File: config.mk
export PLATFORM = sky130hd
export DESIGN_NAME = time_counter_flat
export DESIGN_NICKNAME = d
export VERILOG_FILES = /design/src/rtl/time_counter_if.sv /design/src/rtl/time_counter.sv /design/src/flat_wrapper.sv
export SDC_FILE = /design/constraint.sdc
export NUM_CORES = 1
export LEC_CHECK = 0
export CAP_MARGIN = 20
export CORE_MARGIN = 4
export CORE_UTILIZATION = 60
export CTS_BUF_LIST = sky130_fd_sc_hd__clkbuf_8
export CTS_CLUSTER_DIAMETER = 50
export DETAILED_ROUTE_END_ITERATION = 7
export PLACE_DENSITY_LB_ADDON = 0.12
export SYNTH_ARGS = -nofsm -noshare
export SYNTH_HDL_FRONTEND = slang
export SYNTH_SLANG_ARGS = --single-unit
export TNS_END_PERCENT = 5
File: constraint.sdc
create_clock -name clk -period 3.2 [get_ports clk]
set_input_delay 0.96 -clock clk [delete_from_list [all_inputs] [get_ports clk]]
set_output_delay 0.96 -clock clk [all_outputs]
set_load 0.05 [all_outputs]
File: src/rtl/time_counter_if.sv
// Bus between the time-select stage and the time-of-day counter:
// load strobe/value and run enable in; busy, tick, hr/min/sec and expired out.
interface time_counter_if;
    logic        load;
    logic [16:0] load_val;
    logic        enable;
    logic        busy;
    logic        tick;
    logic [4:0]  hr;
    logic [5:0]  min;
    logic [5:0]  sec;
    logic        expired;

    modport master (
        output load, load_val, enable,
        input  busy, tick, hr, min, sec, expired
    );

    modport slave (
        input  load, load_val, enable,
        output busy, tick, hr, min, sec, expired
    );
endinterface

File: src/rtl/time_counter.sv
// Time-of-day counter: converts a total-seconds load into hr/min/sec by
// repeated subtraction, then advances the time once per CYCLES_PER_SEC cycles.
// Ports: clk, rst (async, active-low), tc (time_counter_if.slave):
//   load/load_val/enable in; busy/tick/hr/min/sec/expired out.
// Option: define TIME_COUNTER_COUNTDOWN_EN to count down and stop at 00:00:00.
module time_counter #(
    parameter logic [31:0] CYCLES_PER_SEC = 32'd50000000
) (
    input logic           clk,
    input logic           rst,
    time_counter_if.slave tc
);
    localparam logic [1:0] RUN    = 2'd0;
    localparam logic [1:0] CONV_H = 2'd1;
    localparam logic [1:0] CONV_M = 2'd2;

    localparam logic [16:0] SEC_PER_DAY = 17'd86400;
    localparam logic [16:0] SEC_PER_HR  = 17'd3600;
    localparam logic [16:0] SEC_PER_MIN = 17'd60;
    localparam logic [31:0] PRESC_LAST  = CYCLES_PER_SEC - 32'd1;

    logic [1:0]  state;
    logic [16:0] rem;
    logic [4:0]  work_hr;
    logic [5:0]  work_min;
    logic [31:0] presc;
    logic [4:0]  hr_q;
    logic [5:0]  min_q;
    logic [5:0]  sec_q;
    logic        busy_q;
    logic        tick_q;
    logic        run_en;
    logic [4:0]  hr_nx;
    logic [5:0]  min_nx;
    logic [5:0]  sec_nx;

`ifdef TIME_COUNTER_COUNTDOWN_EN
    logic expired_q;
    logic at_zero;

    assign at_zero = (hr_q == 5'd0) && (min_q == 6'd0) && (sec_q == 6'd0);
    // Once at midnight the prescaler freezes so no further ticks occur.
    assign run_en  = tc.enable && !at_zero;

    always_comb begin
        hr_nx  = hr_q;
        min_nx = min_q;
        sec_nx = sec_q;
        if (sec_q == 6'd0) begin
            sec_nx = 6'd59;
            if (min_q == 6'd0) begin
                min_nx = 6'd59;
                hr_nx  = hr_q - 5'd1;
            end else begin
                min_nx = min_q - 6'd1;
            end
        end else begin
            sec_nx = sec_q - 6'd1;
        end
    end
`else
    assign run_en = tc.enable;

    always_comb begin
        hr_nx  = hr_q;
        min_nx = min_q;
        sec_nx = sec_q;
        if (sec_q == 6'd59) begin
            sec_nx = 6'd0;
            if (min_q == 6'd59) begin
                min_nx = 6'd0;
                hr_nx  = (hr_q == 5'd23) ? 5'd0 : hr_q + 5'd1;
            end else begin
                min_nx = min_q + 6'd1;
            end
        end else begin
            sec_nx = sec_q + 6'd1;
        end
    end
`endif

    always_ff @(posedge clk or negedge rst) begin
        if (!rst) begin
            state    <= RUN;
            rem      <= '0;
            work_hr  <= '0;
            work_min <= '0;
            presc    <= '0;
            hr_q     <= '0;
            min_q    <= '0;
            sec_q    <= '0;
            busy_q   <= 1'b0;
            tick_q   <= 1'b0;
        end else begin
            tick_q <= 1'b0;
            case (state)
                RUN: begin
                    // A load beats a coincident terminal count.
                    if (tc.load) begin
                        // One subtraction folds any value below 2*86400.
                        rem      <= (tc.load_val >= SEC_PER_DAY) ?
                                    tc.load_val - SEC_PER_DAY : tc.load_val;
                        work_hr  <= '0;
                        work_min <= '0;
                        presc    <= '0;
                        state    <= CONV_H;
                        busy_q   <= 1'b1;
                    end else if (run_en) begin
                        if (presc == PRESC_LAST) begin
                            presc  <= '0;
                            tick_q <= 1'b1;
                            hr_q   <= hr_nx;
                            min_q  <= min_nx;
                            sec_q  <= sec_nx;
                        end else begin
                            presc <= presc + 32'd1;
                        end
                    end
                end
                CONV_H: begin
                    if (rem >= SEC_PER_HR) begin
                        rem     <= rem - SEC_PER_HR;
                        work_hr <= work_hr + 5'd1;
                    end else begin
                        state <= CONV_M;
                    end
                end
                CONV_M: begin
                    if (rem >= SEC_PER_MIN) begin
                        rem      <= rem - SEC_PER_MIN;
                        work_min <= work_min + 6'd1;
                    end else begin
                        // Display registers change only here, all at once.
                        hr_q   <= work_hr;
                        min_q  <= work_min;
                        sec_q  <= rem[5:0];
                        state  <= RUN;
                        busy_q <= 1'b0;
                    end
                end
                default: begin
                    state  <= RUN;
                    busy_q <= 1'b0;
                end
            endcase
        end
    end

`ifdef TIME_COUNTER_COUNTDOWN_EN
    always_ff @(posedge clk or negedge rst) begin
        if (!rst) begin
            expired_q <= 1'b0;
        end else begin
            case (state)
                RUN: begin
                    if (tc.load) begin
                        expired_q <= 1'b0;
                    end else if (run_en && presc == PRESC_LAST) begin
                        expired_q <= (hr_nx == 5'd0) && (min_nx == 6'd0) &&
                                     (sec_nx == 6'd0);
                    end
                end
                CONV_M: begin
                    if (rem < SEC_PER_MIN) begin
                        expired_q <= (work_hr == 5'd0) &&
                                     (work_min == 6'd0) &&
                                     (rem[5:0] == 6'd0);
                    end
                end
                default: begin
                end
            endcase
        end
    end

    assign tc.expired = expired_q;
`else
    assign tc.expired = 1'b0;
`endif

    assign tc.busy = busy_q;
    assign tc.tick = tick_q;
    assign tc.hr   = hr_q;
    assign tc.min  = min_q;
    assign tc.sec  = sec_q;
endmodule

File: src/flat_wrapper.sv
// flat-port wrapper written by rule: the top's interface ports become plain ports
module time_counter_flat 
#(
    parameter logic [31:0] CYCLES_PER_SEC = 32'd50000000
)
  (clk, rst, tc_load, tc_load_val, tc_enable, tc_busy, tc_tick, tc_hr, tc_min, tc_sec, tc_expired);
  time_counter_if tc_i ();
  input logic clk;
  input logic rst;
  input wire logic [$bits(tc_i.load)-1:0] tc_load;
  input wire logic [$bits(tc_i.load_val)-1:0] tc_load_val;
  input wire logic [$bits(tc_i.enable)-1:0] tc_enable;
  output wire logic [$bits(tc_i.busy)-1:0] tc_busy;
  output wire logic [$bits(tc_i.tick)-1:0] tc_tick;
  output wire logic [$bits(tc_i.hr)-1:0] tc_hr;
  output wire logic [$bits(tc_i.min)-1:0] tc_min;
  output wire logic [$bits(tc_i.sec)-1:0] tc_sec;
  output wire logic [$bits(tc_i.expired)-1:0] tc_expired;
  assign tc_i.load = tc_load;
  assign tc_i.load_val = tc_load_val;
  assign tc_i.enable = tc_enable;
  assign tc_busy = tc_i.busy;
  assign tc_tick = tc_i.tick;
  assign tc_hr = tc_i.hr;
  assign tc_min = tc_i.min;
  assign tc_sec = tc_i.sec;
  assign tc_expired = tc_i.expired;
  time_counter #(.CYCLES_PER_SEC(CYCLES_PER_SEC)) u_core (.clk(clk), .rst(rst), .tc(tc_i));
endmodule
==> results.ini, run 1 <==
[synth]
synth_top_area_cell = dfrtp_1
synth_commonest_cells = 84 x o21ai_0, 81 x dfrtp_1, 68 x nand2_1
yosysWarnings = 0
syn_area_mm2 = 0.00552
synth_area_per_cell_um2 = 8.11
yosys-top-cells-area = dfrtp_1 37%, o21ai_0 7.6%, nand2_1 4.6%
synth_edf_count = 0
synth_top_area_frac = 0.367
synth_nets = 717
async_reset_ff_frac = 1.00
synthFlopType = dfrtp_1
yosysSeqAreaShare = 0.367
ys_types = 67
synthCells = 680
yosysMostFrequentCell = o21ai_0
ys_ff_latch = 81

[timing]
period_needed_ps = 3030
maxSlewViolCount = 0
slew_headroom = 0.327
finalHoldWorstSlack_ps = 495
fin_crit_sh = 0.946
skew_ps = 7.27
hold_viol = 0
fin_ws_ps = 174
finalSetupViolCount = 0
tightest_slew_ps = 1010
rsz0062_at_grt = false
fmax_ghz = 0.330

[flow_run]
maxCapViolCount = 0

[placed_design]
place_hpwl_um = 10400
dpl_cell_area_mm2 = 0.00619
dpl_worst_slack_ps = -193
numPortBuffers = 39
place.gp.congestion = 0.900

[routing]
routed_wl_um = 14700
drtPass1Iterations = 5
num_vias = 5672
ant_nets = 0
drt_iter0_markers = 495
route.detailed.drc = 0
vias_per_cell = 6.74
wl_per_cell_um = 17.4

[grt]
grt_max_degree = 52
grt-ovfl-total = 0
grt-busiest-layer = met2
grt_pass1_wl_um = 24800
use_met2 = 0.431
grt_use_total = 0.270
grtUsageMet3 = 0.0521
grt_util_met1 = 0.369
grt_pass1_vias = 5266
antenna_found_initial = 0

[clock_network]
htreeDepth = 3
insertion_delay_ps = 360
postCtsResizedCells = 0
cts_hold_buffers = 0
clk_path_buf_depth = 2
cts_setup_buffers = 0
cts_tree = yes
cts-buffers-inserted = 9
clkTransAtPathRegs_ps = 90
clock_sinks = 81
root_buffer = clkbuf_8

[power_and_ir_drop]
ir_drop_v = 0.000368
cellLeakagePower_nw = 2.65
p_per_area_mw_per_mm2 = 761
power.total_mw = 4.91

[status]
status = completed

[floorplanning]
die_width_um = 104
die_h_um = 104
dieArea_mm2 = 0.0108
rows = 34
start_util = 0.624
ios = 41
coreArea_mm2 = 0.00885

[setup_path]
worst-r2r-cell-count = 6
cp_max_fo = 6
cp-startpoint = tc_load_val[14]
required_ps = 3460
r2r-start = u_core.rem[15]
cp-end-kind = flop
path_cells = clkdlybuf4s50_1, or4b_1, o41a_1, a211oi_1, xor2_1, nor2_1, o31ai_1
timing_worst_setup_path_type = in -> reg
regToRegEndpoint = u_core.rem[13]
cp-start-kind = input pin
cp.arrival_ps = 3290
cpMaxStageDelayCell = clkdlybuf4s50_1
regToRegSetupSlack_ps = 410
slowest_delay_ps = 530

[final_layout]
insertedDiodeCount = 0
finalInstanceArea_mm2 = 0.00645
fin_nets = 766
syn_to_final_growth_pct = 16.8
drive_above_1_share = 0.0886
finish.utilization = 0.729

[hold_path]
hp-class = reg -> reg
hold_depth = 1
hold_path_end = u_core.presc[4]
min_from = u_core.presc[4]

==> critical path: cells and delay by family <==
family | cells | cell delay (ps)
XOR/XNOR | 1 | 180
AND/OR/NAND/NOR | 2 | 560
AO/OA/AOI/OAI | 3 | 1070
buffers and inverters | 1 | 530
==> power by group <==
part,total [mW],switching [mW],internal [mW],leakage (nW)
logic,2.38,1.47,0.911,1.45
clock network,0.969,0.433,0.535,0.128
registers,1.55,0.320,1.23,1.07
==> stage by stage <==
step           setup TNS [ps]  instances
6_report                    0        842
5_1_grt                     0        842
4_1_cts                     0        842
3_5_place_dp             -895        826
2_1_floorplan               0        680
3_3_place_gp             -577        826
==> how the worst max path moves through the flow <==
stage	endpoint	slack (ps)
floorplan	u_core.tc.hr[3]	200
global placement	u_core.rem[14]	-130
detailed placement	u_core.rem[14]	-190
CTS	u_core.rem[14]	170
global route	u_core.rem[14]	70
finish	u_core.rem[14]	170
==> sequential cells by signal, indices dropped and copies added, names as in the netlist <==
register and flops:
u_core.tc.min 6, u_core.tc.hr 5, u_core.rem 17, u_core.presc 32, u_core.state 2, u_core.work_hr 5
u_core.tc.tick 1, u_core.tc.busy 1, u_core.tc.sec 6, u_core.work_min 6
==> layout make-up <==
type	instances	area (um2)
repair buffers	77	686
clock inverters	7	130
flip-flops and latches	81	2030
multi-input cells	533	3240
fillers	689	2400
clock buffers	9	124
inverters	27	101
well taps	108	135
==> layer usage <==
layer | wire length [um] | vias up
met5 | 0 | -
met4 | 298 | 0
met3 | 969 | 30
met2 | 6920 | 272
met1 | 6500 | 2720
li1 | - | 2650
==> cells by family (layout without fill, tap and decap cells) <==
kind of cell,after synthesis,in the layout,share of synthesized area
flops,81,81,0.367
compound gates,219,219,0.256
fa+ha+maj,16,16,0.0363
mux,11,11,0.0204
other cells,1,1,0.000680
simple gates,270,270,0.247
xor+xnor,16,16,0.0254
buf+inv,66,120,0.0463
==> placed cells by master, fill, tap and decap left out, types with 4 or more instances in the layout <==
cell	Yosys	layout
clkdlybuf4s50_1	0	38
nand4_1	16	16
o21ai_1	3	4
and3_1	9	9
dfrtp_1	81	81
xnor2_1	5	5
a31oi_1	9	9
nand2_1	68	68
nor4_1	13	13
ha_1	16	15
mux2i_1	9	9
or4_1	6	6
or3_1	9	9
and4_1	5	5
a21o_1	7	7
o41ai_1	5	5
nand3_1	28	28
clkbuf_8	0	9
a211oi_1	5	5
nor2_1	49	49
nor3b_1	6	6
xor2_1	11	11
nand3b_1	5	5
o221ai_1	6	6
buf_4	1	38
o22a_1	4	4
o22ai_1	4	4
nor2b_1	4	4
a32oi_1	4	4
a21oi_1	39	39
o31ai_1	12	12
o21ai_0	84	83
o211ai_1	6	6
nor3_1	39	38
inv_1	27	27
No activity file was read; power rests on OpenSTA's default activity.
==> inputs of run 2 (changes only) <==
--- a/config.mk
+++ b/config.mk
@@ -7,7 +7,7 @@
 export LEC_CHECK = 0
 export CAP_MARGIN = 20
 export CORE_MARGIN = 4
-export CORE_UTILIZATION = 60
+export CORE_UTILIZATION = 50
 export CTS_BUF_LIST = sky130_fd_sc_hd__clkbuf_8
 export CTS_CLUSTER_DIAMETER = 50
 export DETAILED_ROUTE_END_ITERATION = 7
==> constraint.sdc (replaced) <==
create_clock -name clk -period 2.75 [get_ports clk]
set_input_delay 0.825 -clock clk [delete_from_list [all_inputs] [get_ports clk]]
set_output_delay 0.825 -clock clk [all_outputs]
set_load 0.05 [all_outputs]
==> run 2 against run 1 <==
  * Register-to-register slack got worse by 220 ps
  * Flip-flop and latch count did not move
  * First-iteration DRC count rose by 14%
  * Clock skew rose by 3.3 ps
  * Critical endpoint unchanged
  * Largest power group unchanged
  * Critical path type unchanged
==> results.ini, run 2 (synthesized netlist as in run 1, its figures left out) <==
[clock_network]
htreeDepth = 3  ; unchanged
cts_hold_buffers = 0  ; unchanged
cts_tree = yes
clkTransAtPathRegs_ps = 80  ; about the same
clock_sinks = 81  ; unchanged
cts-buffers-inserted = 9  ; unchanged
root_buffer = clkbuf_8
clk_path_buf_depth = 2  ; unchanged
insertion_delay_ps = 360  ; about the same

[routing]
route.detailed.drc = 0  ; unchanged
drtPass1Iterations = 5  ; unchanged
num_vias = 5605  ; -1.2%
wl_per_cell_um = 17.2  ; -1.5%
ant_nets = 0  ; unchanged
drt_iter0_markers = 564  ; +14%
vias_per_cell = 6.23  ; -7.5%
routed_wl_um = 15500  ; +5.3%

[placed_design]
numPortBuffers = 39  ; unchanged
numPlacedInstances = 884  ; +7.0%
place.gp.congestion = 0.909  ; +0.90%
place_hpwl_um = 11200  ; +8.0%
dpl_worst_slack_ps = -426  ; -233 ps
dpl_cell_area_mm2 = 0.00645  ; +4.1%

[timing]
skew_ps = 10.6  ; +3.29 ps
tns_ps = 0  ; unchanged
finalSetupViolCount = 0  ; unchanged
slew_headroom = 0.571  ; +0.244
maxSlewViolCount = 0  ; unchanged
hold_viol = 0  ; unchanged
fin_crit_sh = 0.960
rsz0062_at_grt = false
fmax_ghz = 0.379
fin_ws_ps = 110  ; -64.5 ps
finalHoldWorstSlack_ps = 475  ; -19.9 ps
period_needed_ps = 2640
tightest_slew_ps = 638  ; -372 ps

[status]
status = completed

[final_layout]
final_cells = 900  ; +6.9%
multi_input_area_mm2 = 0.00329  ; +1.4%
drive_above_1_share = 0.130  ; +0.0417
register_area_mm2 = 0.00203  ; unchanged
regMostFlops = u_core.presc
mostFrequentLayoutCells = 82 x o21ai_0, 81 x dfrtp_1, 68 x nand2_1
top_regs = u_core.presc x32, u_core.rem x17
fillers = 967  ; +40%
finalInstanceArea_mm2 = 0.00669  ; +3.7%
fin_nets = 792  ; +3.4%
finish.utilization = 0.617  ; -0.112
insertedDiodeCount = 0  ; unchanged
largest_reg_flops = 32  ; unchanged
syn_to_final_growth_pct = 21.2
layout_commonest_cell = o21ai_0

[grt]
grt-ovfl-total = 0  ; unchanged
grt_pass1_vias = 5365  ; +1.9%
grt_max_degree = 48  ; -7.7%
grt_pass1_wl_um = 26000  ; +4.8%
antenna_found_initial = 0  ; unchanged
grt_use_total = 0.246  ; -0.0232

[floorplanning]
die_width_um = 113  ; +8.8%
ios = 41  ; unchanged
rows = 38  ; +12%
start_util = 0.509  ; -0.115
dieArea_mm2 = 0.0128  ; +18%
coreArea_mm2 = 0.0108  ; +23%
die_h_um = 113  ; +8.8%

[hold_path]
hp-class = in -> async

[power_and_ir_drop]
ir_drop_v = 0.000517  ; +40%
p_per_area_mw_per_mm2 = 828  ; +8.8%
power.total_mw = 5.54  ; +13%
cellLeakagePower_nw = 2.84  ; +7.2%

[setup_path]
path_cells = clkdlybuf4s50_1, or4_4, o41a_1, a211oi_2, xor2_1, nor2_1, o31ai_1
cp_max_fo = 5  ; -1
timing_worst_setup_path_type = in -> reg
cp-end-kind = flop
cp-start-kind = input pin
slowest_delay_ps = 530  ; about the same
cp.arrival_ps = 2910  ; -380 ps
crit_buf_inv = 1  ; unchanged
cp_top_family = compound AO/OA/AOI/OAI gates
required_ps = 3020  ; -440 ps
cpMaxStageDelayCell = or4_4

[flow_run]
maxCapViolCount = 0  ; unchanged

[run 2: cell types whose count changed in the layout (fill, tap and decap cells not counted), sizes merged, moves of 2 or more]
cell           delta
bufinv            -3
buf              +26
dlymetal6s2s      +9
clkbuf            +2
clkdlybuf4s50     -9
[run 2: worst paths after layout]
kind,end,slack (ps),start,cells after the start
hold reg to reg,u_core.presc[4],520,u_core.presc[4],1
setup / recovery,u_core.rem[14],110,tc_load_val[11],7
max in group asynchronous,u_core.presc[19],1630,rst,2
setup reg to reg,u_core.rem[13],190,u_core.rem[15],7
min in group clk,u_core.presc[4],520,u_core.presc[4],1
hold / removal,u_core.tc.hr[4],480,rst,1
[run 2: worst reg2reg max path, stage by stage (launching register included)]
cell	delay, ps
dfrtp_1	440
or4_1	590
a311o_1	430
nor2_1	310
a2111o_1	210
buf_12	160
nor3_1	70
a221o_1	260
[run 2: routing by layer]
metal | share of wire | up-vias | global-route usage
li1 | - | 2696 | -
met4 | 0.014 | 0 | 0.0817
met3 | 0.072 | 19 | 0.0332
met5 | 0 | - | 0
met2 | 0.46 | 212 | 0.383
met1 | 0.46 | 2678 | 0.356
[run 2: power breakdown]
| group | internal, mW | leakage (nW) | switching, mW |
|---|---|---|---|
| registers | 1.44 | 1.07 | 0.332 |
| logic | 1.17 | 1.67 | 1.78 |
| clock network | 0.367 | 0.0991 | 0.455 |
| total | 2.97 | 2.84 | 2.57 |
[run 2: layout make-up]
type	instances	area share
inverter	27	0.0155
timing repair buffer	103	0.137
tap	140	0.0262
clock buffer	11	0.0226
clock inverter	5	0.00356
sequential	81	0.303
multi-input combinational	533	0.492
[run 2: what timing repair did]
item / 4_1_cts / 5_1_grt
pin swaps: 1 / 8
endpoints found under the setup margin: 4 / 12
setup buffers: 0 / 0
resized for setup: 0 / 21
==> inputs of run 3 (changes only) <==
--- a/config.mk
+++ b/config.mk
@@ -6,12 +6,14 @@
 export NUM_CORES = 1
 export LEC_CHECK = 0
 export CAP_MARGIN = 20
+export CORE_ASPECT_RATIO = 0.8
 export CORE_MARGIN = 4
 export CORE_UTILIZATION = 50
-export CTS_BUF_LIST = sky130_fd_sc_hd__clkbuf_8
+export CTS_BUF_LIST = sky130_fd_sc_hd__clkbuf_4 sky130_fd_sc_hd__clkbuf_8 sky130_fd_sc_hd__clkbuf_16
 export CTS_CLUSTER_DIAMETER = 50
 export DETAILED_ROUTE_END_ITERATION = 7
 export PLACE_DENSITY_LB_ADDON = 0.12
+export SLEW_MARGIN = 20
 export SYNTH_ARGS = -nofsm -noshare
 export SYNTH_HDL_FRONTEND = slang
 export SYNTH_SLANG_ARGS = --single-unit
==> run 3 against run 2 <==
  * Critical path depth up 1
  * Routed wire length down 1.9%
  * Sequential power about the same
  * Register-to-register slack worse by 30 ps
  * Final area up 2.9%
  * Worst setup slack better by 26 ps
  * Power up 9.8%
  * Global-route usage down 0.20 points
  * Cell count up 0.89%
  * Sequential share of layout area down 0.85 points
==> results.ini, run 3 (synthesized netlist as in run 1, its figures left out) <==
[setup_path]
regToRegEndpoint = u_core.rem[14]
cp.arrival_ps = 2830  ; -80 ps
cp_max_fo = 11  ; +6
required_ps = 2970  ; -50 ps
cp-end-kind = flop
cp-start-kind = input pin
r2r-start = u_core.rem[2]
cp-startpoint = tc_load
worst-r2r-cell-count = 8  ; +1
timing_worst_setup_path_type = in -> reg
regToRegSetupSlack_ps = 160  ; -30 ps

[timing]
finalHoldWorstSlack_ps = 441  ; -33.9 ps
skew_ps = 6.46  ; -4.10 ps
maxSlewViolCount = 0  ; unchanged
hold_viol = 0  ; unchanged
fmax_ghz = 0.383  ; +1.0%
slew_headroom = 0.563  ; -0.00775
tightest_slew_ps = 655  ; +17.5 ps
tns_ps = 0  ; unchanged
period_needed_ps = 2610  ; -26.0 ps
finalSetupViolCount = 0  ; unchanged
fin_crit_sh = 0.951  ; -0.00947
rsz0062_at_grt = false
fin_ws_ps = 136  ; +26.0 ps

[routing]
num_vias = 5620  ; +0.27%
ant_nets = 0  ; unchanged
drtPass1Iterations = 6  ; +1
route.detailed.drc = 0  ; unchanged
drt_iter0_markers = 559  ; -0.89%
wl_per_cell_um = 16.7  ; -2.7%
routed_wl_um = 15200  ; -1.9%
vias_per_cell = 6.19  ; -0.62%

[placed_design]
dpl_cell_area_mm2 = 0.00649  ; +0.66%
numPortBuffers = 39  ; unchanged
place.gp.congestion = 0.928  ; +2.1%
place_hpwl_um = 11000  ; -1.5%
dpl_worst_slack_ps = -407  ; +18.0 ps

[floorplanning]
start_util = 0.509  ; about the same
ios = 41  ; unchanged
rows = 34  ; -11%
coreArea_mm2 = 0.0108  ; about the same
dieArea_mm2 = 0.0128  ; about the same
die_h_um = 102  ; -9.8%
die_width_um = 125  ; +11%

[final_layout]
top_regs = u_core.presc x32, u_core.rem x17
syn_to_final_growth_pct = 24.7
finalInstanceArea_mm2 = 0.00688  ; +2.9%
mostFrequentLayoutCells = 83 x o21ai_0, 81 x dfrtp_1, 68 x nand2_1, 68 x buf_4, 49 x nor2_1
regMostFlops = u_core.presc
insertedDiodeCount = 0  ; unchanged
layout_commonest_cell = o21ai_0
drive_above_1_share = 0.137  ; +0.00717
multi_input_area_mm2 = 0.00329  ; about the same
fillers = 954  ; -1.3%
register_area_mm2 = 0.00203  ; unchanged
fin_nets = 797  ; +0.63%
largest_reg_flops = 32  ; unchanged

[power_and_ir_drop]
ir_drop_v = 0.000418  ; -19%
p_per_area_mw_per_mm2 = 884  ; +6.7%
power.total_mw = 6.08  ; +9.8%
cellLeakagePower_nw = 2.93  ; +3.3%

[grt]
antenna_found_initial = 0  ; unchanged
grt-ovfl-total = 0  ; unchanged
grt_pass1_wl_um = 26000  ; -0.13%
grt_use_total = 0.244  ; -0.00200
grt_pass1_vias = 5201  ; -3.1%
grt_max_degree = 50  ; +4.2%

[clock_network]
cts-buffers-inserted = 9  ; unchanged
insertion_delay_ps = 340  ; -20 ps
htreeDepth = 3  ; unchanged
root_buffer = clkbuf_16
clock_sinks = 81  ; unchanged
clk_path_buf_depth = 2  ; unchanged
clkTransAtPathRegs_ps = 60  ; -20 ps
cts_hold_buffers = 0  ; unchanged
cts_tree = yes

[flow_run]
maxCapViolCount = 0  ; unchanged

[status]
status = completed

[hold_path]
hp-class = in -> async

run 3: layout make-up:
| cell class | instances | share of cell area |
|---|---|---|
| multi-input cells | 533 | 0.478 |
| inverters | 27 | 0.0151 |
| clock buffers | 10 | 0.0347 |
| repair buffers | 108 | 0.139 |
| clock inverters | 5 | 0.0116 |
| well taps | 144 | 0.0262 |
| flip-flops and latches | 81 | 0.295 |
run 3: routing by layer:
| metal | global-route usage | part of all wire |
|---|---|---|
| met3 | 0.0700 | 0.081 |
| met5 | 0 | 0 |
| met1 | 0.355 | 0.47 |
| met4 | 0.0500 | 0.0093 |
| met2 | 0.367 | 0.44 |
run 3: stage by stage:
step / instances / utilization
6_report: 908 / 0.634
5_1_grt: 908 / 0.634
4_1_cts: 908 / 0.628
3_5_place_dp: 893 / 0.598
3_3_place_gp: 893 / 0.598
2_1_floorplan: 680 / -
run 3: critical path, stage by stage:
cell and delay, ps:
clkdlybuf4s50_1 450, nand3b_1 250, or4_4 580, nor4_4 180, o21ai_0 110, buf_4 180, o21ai_0 160, o21ai_1 90
run 3: report_power, final:
group	internal (mW)	total, mW	switching, mW
Combinational	1.21	3.02	1.80
Sequential	1.44	1.78	0.339
Clock	0.813	1.29	0.472
Total	3.46	6.08	2.62
run 3: what timing repair did:
action | CTS | global route
endpoints found under the setup margin | 9 | 12
pin swaps | 1 | 7
gates resized for setup | 1 | 20
setup buffers | 0 | 0
run 3: worst max path at each step:
stage                            end  slack, ps  cells past startpoint
finish              u_core.tc.min[2]        140                      8
global route          u_core.rem[14]         10                      7
floorplan              u_core.rem[8]         30                      6
detailed placement    u_core.rem[14]       -410                      7
global placement      u_core.rem[14]       -380                      7
CTS                   u_core.rem[14]        -50                      7
